--- src/rtl/id_fwd_ctrl.sv ---
// ID-stage forwarding/hazard controller: tracks in-flight destinations per hart
// across DEPTH post-ID stages, picks the youngest producer, and flags load-use.
module id_fwd_stage_match #(
    parameter int HART_W     = 2,
    parameter int REG_ADDR_W = 5
) (
    input  logic                  v,
    input  logic [HART_W-1:0]     hart,
    input  logic [REG_ADDR_W-1:0] rd,
    input  logic                  id_valid,
    input  logic [HART_W-1:0]     id_hart,
    input  logic [REG_ADDR_W-1:0] rs1_addr,
    input  logic [REG_ADDR_W-1:0] rs2_addr,
    input  logic [1:0]            src_reg_used,
    output logic                  m1,
    output logic                  m2
);
    logic hit;

    assign hit = id_valid & v & (hart == id_hart);
    assign m1  = hit & src_reg_used[0] & (rs1_addr != '0) & (rd == rs1_addr);
    assign m2  = hit & src_reg_used[1] & (rs2_addr != '0) & (rd == rs2_addr);
endmodule

module id_fwd_ctrl #(
    parameter  int NUM_HARTS  = 4,
    parameter  int DEPTH      = 3,
    parameter  int REG_ADDR_W = 5,
    localparam int HART_W     = (NUM_HARTS > 1) ? $clog2(NUM_HARTS) : 1,
    localparam int FWD_W      = $clog2(DEPTH + 1)
) (
    input  logic                  clk,
    input  logic                  reset,
    input  logic                  id_valid,
    input  logic [HART_W-1:0]     id_hart,
    input  logic [REG_ADDR_W-1:0] rs1_addr,
    input  logic [REG_ADDR_W-1:0] rs2_addr,
    input  logic [1:0]            src_reg_used,
    input  logic [REG_ADDR_W-1:0] id_rd_addr,
    input  logic                  id_gpr_we_,
    input  logic                  id_is_load,
    input  logic                  stall,
    input  logic [NUM_HARTS-1:0]  flush_hart,
    input  logic                  cnt_clr,
    output logic [FWD_W-1:0]      rs1_fwd_ctrl,
    output logic [FWD_W-1:0]      rs2_fwd_ctrl,
    output logic                  load_use_stall,
    output logic [31:0]           lu_stall_cnt
);
    typedef struct packed {
        logic                  v;
        logic [HART_W-1:0]     hart;
        logic [REG_ADDR_W-1:0] rd;
        logic                  ld;
    } ent_t;

    // tbl[0] is stage 1 (EX), tbl[DEPTH-1] is WB
    ent_t tbl [DEPTH];

    logic [DEPTH-1:0] m1, m2;
    logic [FWD_W-1:0] sel1, sel2;
    logic             ld1, ld2, lu1, lu2;
    logic             ins, e1_flush;
    ent_t             e1_out, id_ent;

    for (genvar g = 0; g < DEPTH; g++) begin : g_stage
        id_fwd_stage_match #(
            .HART_W     (HART_W),
            .REG_ADDR_W (REG_ADDR_W)
        ) u_match (
            .v            (tbl[g].v),
            .hart         (tbl[g].hart),
            .rd           (tbl[g].rd),
            .id_valid     (id_valid),
            .id_hart      (id_hart),
            .rs1_addr     (rs1_addr),
            .rs2_addr     (rs2_addr),
            .src_reg_used (src_reg_used),
            .m1           (m1[g]),
            .m2           (m2[g])
        );
    end

    // Walk oldest to youngest so the youngest producer overwrites the select
    always_comb begin
        sel1 = '0;
        ld1  = 1'b0;
        sel2 = '0;
        ld2  = 1'b0;
        for (int k = DEPTH - 1; k >= 0; k--) begin
            if (m1[k]) begin
                sel1 = FWD_W'(k + 1);
                ld1  = tbl[k].ld;
            end
            if (m2[k]) begin
                sel2 = FWD_W'(k + 1);
                ld2  = tbl[k].ld;
            end
        end
    end

    assign lu1            = (sel1 == FWD_W'(1)) & ld1;
    assign lu2            = (sel2 == FWD_W'(1)) & ld2;
    assign load_use_stall = lu1 | lu2;
    assign rs1_fwd_ctrl   = lu1 ? '0 : sel1;
    assign rs2_fwd_ctrl   = lu2 ? '0 : sel2;

    assign ins = id_valid & ~id_gpr_we_ & (id_rd_addr != '0) & ~load_use_stall
               & ~flush_hart[id_hart];
    assign e1_flush = flush_hart[tbl[0].hart];

    always_comb begin
        id_ent   = '{v: ins, hart: id_hart, rd: id_rd_addr, ld: id_is_load};
        e1_out   = tbl[0];
        e1_out.v = tbl[0].v & ~e1_flush;
    end

    always_ff @(posedge clk or negedge reset) begin
        if (!reset) begin
            for (int i = 0; i < DEPTH; i++) tbl[i] <= '0;
        end else if (!stall) begin
            tbl[0] <= id_ent;
            for (int k = 1; k < DEPTH; k++) tbl[k] <= (k == 1) ? e1_out : tbl[k-1];
        end else if (e1_flush) begin
            // flush beats freeze, but only the EX slot is exposed to it
            tbl[0].v <= 1'b0;
        end
    end

    always_ff @(posedge clk or negedge reset) begin
        if (!reset)
            lu_stall_cnt <= '0;
        else if (cnt_clr)
            lu_stall_cnt <= '0;
        else if (load_use_stall && !stall && lu_stall_cnt != 32'hFFFF_FFFF)
            lu_stall_cnt <= lu_stall_cnt + 32'd1;
    end
endmodule

--- config.mk ---
export PLATFORM = sky130hd
export DESIGN_NAME = id_fwd_ctrl
export DESIGN_NICKNAME = d
export VERILOG_FILES = /design/src/rtl/id_fwd_ctrl.sv
export SDC_FILE = /design/constraint.sdc
export NUM_CORES = 1
export LEC_CHECK = 0
export ABC_AREA = 1
export CAP_MARGIN = 40
export CORE_MARGIN = 3
export CORE_UTILIZATION = 45
export CTS_CLUSTER_DIAMETER = 40
export DETAILED_ROUTE_END_ITERATION = 6
export PLACE_DENSITY = 0.65
export SETUP_SLACK_MARGIN = 0.2
export SYNTH_ARGS = -nofsm -noshare
export SYNTH_HDL_FRONTEND = slang
export SYNTH_SLANG_ARGS = --single-unit
--- constraint.sdc ---
create_clock -name clk -period 2.5 [get_ports clk]
set_input_delay 0.25 -clock clk [delete_from_list [all_inputs] [get_ports clk]]
set_output_delay 0.25 -clock clk [all_outputs]
set_load 0.01 [all_outputs]
; Word-level counts from Yosys, hierarchy flattened
; Cells that the tools add are included.
[totals]
register_bits = 59
in_bits = 30
word_cells = 94
[classes]
eq_ne = 13
muxes = 22
n_bitwise = 36
reduce_logical = 7
order_cmp = 2
addsub = 1
[ops]
columns = op, n
row1 = two-way mux 32 bit, 2
row2 = adder 32 x 1 -> 32 bit (second input constant), 1
row3 = != test 32 bit (second input constant), 1
row4 = bitwise AND 1 bit, 31
row5 = == test 5 bit, 6
row6 = two-way mux 2 bit, 8
row7 = nonzero test 5 bit, 3
row8 = two-way mux 1 bit, 10
row9 = == test 2 bit, 3
row10 = less-than comparator 2 x 3 -> 1 bit (second input constant), 2
row11 = binary-select mux 1 bit (select 2 bit), 2
row12 = == test 2 x 1 -> 1 bit (second input constant), 2
row13 = inverter 1 bit, 4
row14 = logical AND 1 bit, 2
row15 = != test 2 x 1 -> 1 bit (second input constant), 1
row16 = nonzero test 2 bit, 1
row17 = zero test 1 bit, 1
row18 = bitwise OR 1 bit, 1

; Longest topological paths before layout
[depth]
word_depth = 15
ltp_mapped = 12

; Cells and area by module
; From an unflattened synthesis, not the netlist that was laid out.
[unflattened]
hier_cells = 676
hier_area_um2 = 4111.4
[modules_own_cells]
columns = module, seq_area_each_um2, area_per_inst_um2, cells_per_inst, instances
row1 = id_fwd_ctrl, 1426.4, 3270.6, 469, 1
row2 = id_fwd_stage_match, 0.0, 280.3, 69, 3

; Worst setup path after synthesis
; Ideal clock, no wire load.
[synth_path]
path_type = reg2reg
start = register lu_stall_cnt[0]
end = register lu_stall_cnt[4]
path_slack_ps = 782
setup_time_ps = 118
t_required_ps = 2382
path_stages_with_launch = 12
arrival_ps = 1600
cell_sequence = dfrtp_1 > ha_1 > nand2_2 > nor2_4 > nand2_4 > nor2_8 > nand3_2 > nand2_2 > inv_2 > buf_2 > nand4_1 > nand2_1
[synth_via]
elab_chain_cells = 3
[synth_rtl]
columns = item, line_no
row1 = start: declaration, 48  ; output logic [31:0] lu_stall_cnt
row2 = start signal: assignment, 136  ; lu_stall_cnt <= lu_stall_cnt + 32'd1;
row3 = adder 32 x 1 -> 32 bit / != test 32 bit (equally long branches), "136, 135"
row4 = two-way mux 32 bit / logical AND 1 bit (equally long branches), 135  ; else if (load_use_stall && !stall && lu_stall_cnt != 32'hFFFF_FFFF)
row5 = two-way mux 32 bit / nonzero test 2 bit (equally long branches), --
; Several ways; a longest one is shown, not always the timed one. The select of a mux whose other input is x is not followed.
; A chain may end at the register's enable or synchronous reset.

; Final worst setup path
[layout_path]
start = register tbl[13] in the netlist's numbering
end = output rs2_fwd_ctrl[1]
[layout_via]
elab_chain_cells = 7
[layout_rtl]
columns = item, line_no
row1 = start: declaration, 58  ; ent_t tbl [DEPTH];
row2 = == test 5 bit *, 22  ; assign m2 = hit & src_reg_used[1] & (rs2_addr != '0) & (rd == rs2_addr);
row3 = bitwise AND 1 bit *, 22
row4 = two-way mux 2 bit (2 in series), 95  ; if (m2[k]) begin
row5 = == test 2 x 1 -> 1 bit, 103  ; assign lu2 = (sel2 == FWD_W'(1)) & ld2;
row6 = bitwise AND 1 bit, 103
row7 = two-way mux 2 bit *, 106  ; assign rs2_fwd_ctrl = lu2 ? '0 : sel2;
row8 = end: declaration, 46  ; output logic [FWD_W-1:0] rs2_fwd_ctrl,
; Every way passes the cells marked *; elsewhere a longest branch is shown, timed or not.

==> impl_metrics.yaml <==
outcome:
  status: "complete, no violations"
worst_setup_path:
  crit_fanout: 4
  crit_type: "reg -> out"
  crit_path_start_kind: "flip-flop"
  cp.required_ns: 2.25
  crit_arrival_ns: 1.86
  end_kind: "output port"
drt:
  drtIter0Drc: 159
  avgRoutedWirePerCell_um: 14.3
  postRouteAntennaNets: 0
  post_drt_via_cell_ratio: 5.19
  dr.pass1.iters: 4
  num_vias: 4205
  drc: 0
  routed_wl_um: 11600
floorplanning:
  die_w_um: 102
  io_pins: 67
  start_util_pct: 47.0
  dieArea_um2: 10500
  die-height_um: 102
  core.rowCount: 34
  coreArea_um2: 8890
layout:
  antenna_cells: 0
  area_growth_pct: 25.2
  final_cell_mix: "nand2_1, nor2_1, inv_1, clkdlybuf4s50_1, dfrtp_1"
  final_nets: 728
  final_common_cell: "nand2_1"
  drive_above_1_share_pct: 13.4
  fin_cells: 810
  utilization_pct: 58.9
  fill_cells: 844
global_route:
  grt_max_degree: 38
  antenna_found_initial: 0
  grt-ovfl-total: 0
  grt_util_all_layers_pct: 23.7
  grt_pass1_wl_um: 19400
  grt_pass1_vias: 3961
timing:
  whs_ns: 0.326
  rsz0062_at_grt: "false"
  finalSetupViolCount: 0
  tns_ns: 0
  slew_headroom_pct: 53.6
  max_freq_mhz: 474
  worst_pin_slew_ns: 0.696
  hold_viol: 0
  skew_ns: 0.00879
  min_period_ns: 2.11
  drv_slew: 0
  timing.final.crit_share_pct: 84.4
pwr:
  power_leakage_nw: 2.51
  ir_drop_mv: 0.209
  powerDensity_nw_per_um2: 431
synth:
  syn_area_um2: 4180
  ys_seq_area_share_pct: 34.1
  synth_cell_type_count: 36
  syn_area_per_cell_um2: 6.72
  synth_nets: 653
  ys_warn_count: 0
  netlist_instances: 622
  ys_ff_latch: 57
clock_tree:
  cts_tree: "built"
  cts_sinks: 57
  clkSlewWorstSetupHoldPaths_ns: 0.07
  root_buffer: "clkbuf_8"
  cts_buffers: 9
  cts_max_path_buffers: 2
  clkLatencyLatePin_ns: 0.33
  cts.htree.levels: 3
place:
  dp_hpwl_um: 8590
  post-place-cells: 787
  place.gp.congestion: 0.968
  numPortBuffers: 66
min_path:
  hp-class: "in -> reg"
job:
  maxCapViolations: 0
## critical path, cell delays in order, from the launching register on
cell and delay [ns]:
dfrtp_1 0.42, buf_4 0.15, inv_1 0.06, o22ai_1 0.07
nor2_1 0.15, nand2_1 0.07, nor2_1 0.17, nand2_1 0.09
a21boi_0 0.18, clkbuf_2 0.17
## synth_stat cells (all sizes together)
library cell	number	area share, %
nand2	208	19
nor2	78	8.2
inv	72	6.5
nand3	69	11
dfrtp	57	34
nand4	34	5.1
o21ai	30	3.6
buf	13	2.2
xor2	13	2.7
clkbuf	8	0.72
xnor2	8	1.7
o22ai	6	0.90
a21oi	5	0.60
nor3	5	0.60
a21boi	4	0.72
and2	4	0.63
and3	1	0.15
ha	1	0.30
nor3b	1	0.18
nor4	1	0.15
o2111ai	1	0.21
o211ai	1	0.18
o21bai	1	0.18
o221ai	1	0.21
## metrics by stage
step / total power, mW / instance area (µm²) / setup WS (ns)
CTS: 2.28 / 5180 / 0.0406
global route: 2.39 / 5240 / 0.186
finish: 2.26 / 5240 / 0.390
global placement: 1.33 / 4950 / 0.0319
floorplan: 1.18 / 4180 / 0.782
detailed placement: 1.33 / 4950 / -0.0867
## state kept, by name (all words and copies together), names as in the netlist
signal,cells
e1_out,8
lu_stall_cnt,32
tbl,17
## layer usage
layer | GRT usage (%) | wire [µm] | up-vias
met5 | 0 | 0 | -
met4 | 7.97 | 217 | 0
met3 | 4.91 | 522 | 18
met2 | 40.4 | 5700 | 115
met1 | 30.1 | 5140 | 1915
li1 | - | - | 2157
## power breakdown
group	internal, mW	switching [mW]
Sequential	0.963	0.0419
Combinational	0.129	0.190
Clock	0.540	0.394
## final cells by class
| type | instances | area [µm²] | area share, % |
|---|---|---|---|
| Clock buffer | 12 | 165 | 3.15 |
| Clock inverter | 4 | 50.0 | 0.956 |
| Inverter | 72 | 270 | 5.16 |
| Multi-Input combinational cell | 472 | 2390 | 45.6 |
| Sequential cell | 57 | 1430 | 27.3 |
| Tap cell | 108 | 135 | 2.58 |
| Timing Repair Buffer | 85 | 800 | 15.3 |
## worst paths after layout
path / start / end / slack [ns] / depth (start not counted)
worst max-delay path: tbl[13] / rs2_fwd_ctrl[1] / 0.39 / 9
worst min-delay path: id_hart[0] / e1_out[6] / 0.33 / 3
worst max register to register: lu_stall_cnt[0] / lu_stall_cnt[10] / 0.42 / 11
worst min register to register: tbl[6] / tbl[6] / 0.50 / 2
max in group asynchronous: reset / lu_stall_cnt[16] / 1.39 / 3
min in group asynchronous: reset / tbl[2] / 0.49 / 2
## kinds of logic (layout without fill, tap and decap cells)
family,after synthesis,count (layout),synth area share [%]
flops,57,57,34.1
fa+ha+maj,1,1,0.299
simple gates,401,401,45.2
buf+inv,93,173,9.39
compound gates,49,49,6.58
xor+xnor,21,21,4.40
## repair_timing
item,in CTS,in global routing
cloned,0,0
endpoints found under the hold margin,26,0
gates resized for setup,9,15
hold buffers,1,0
endpoints found under the setup margin,5,36
setup buffers,0,6
pin swaps,2,2
Power figures use the tool's default switching activity.
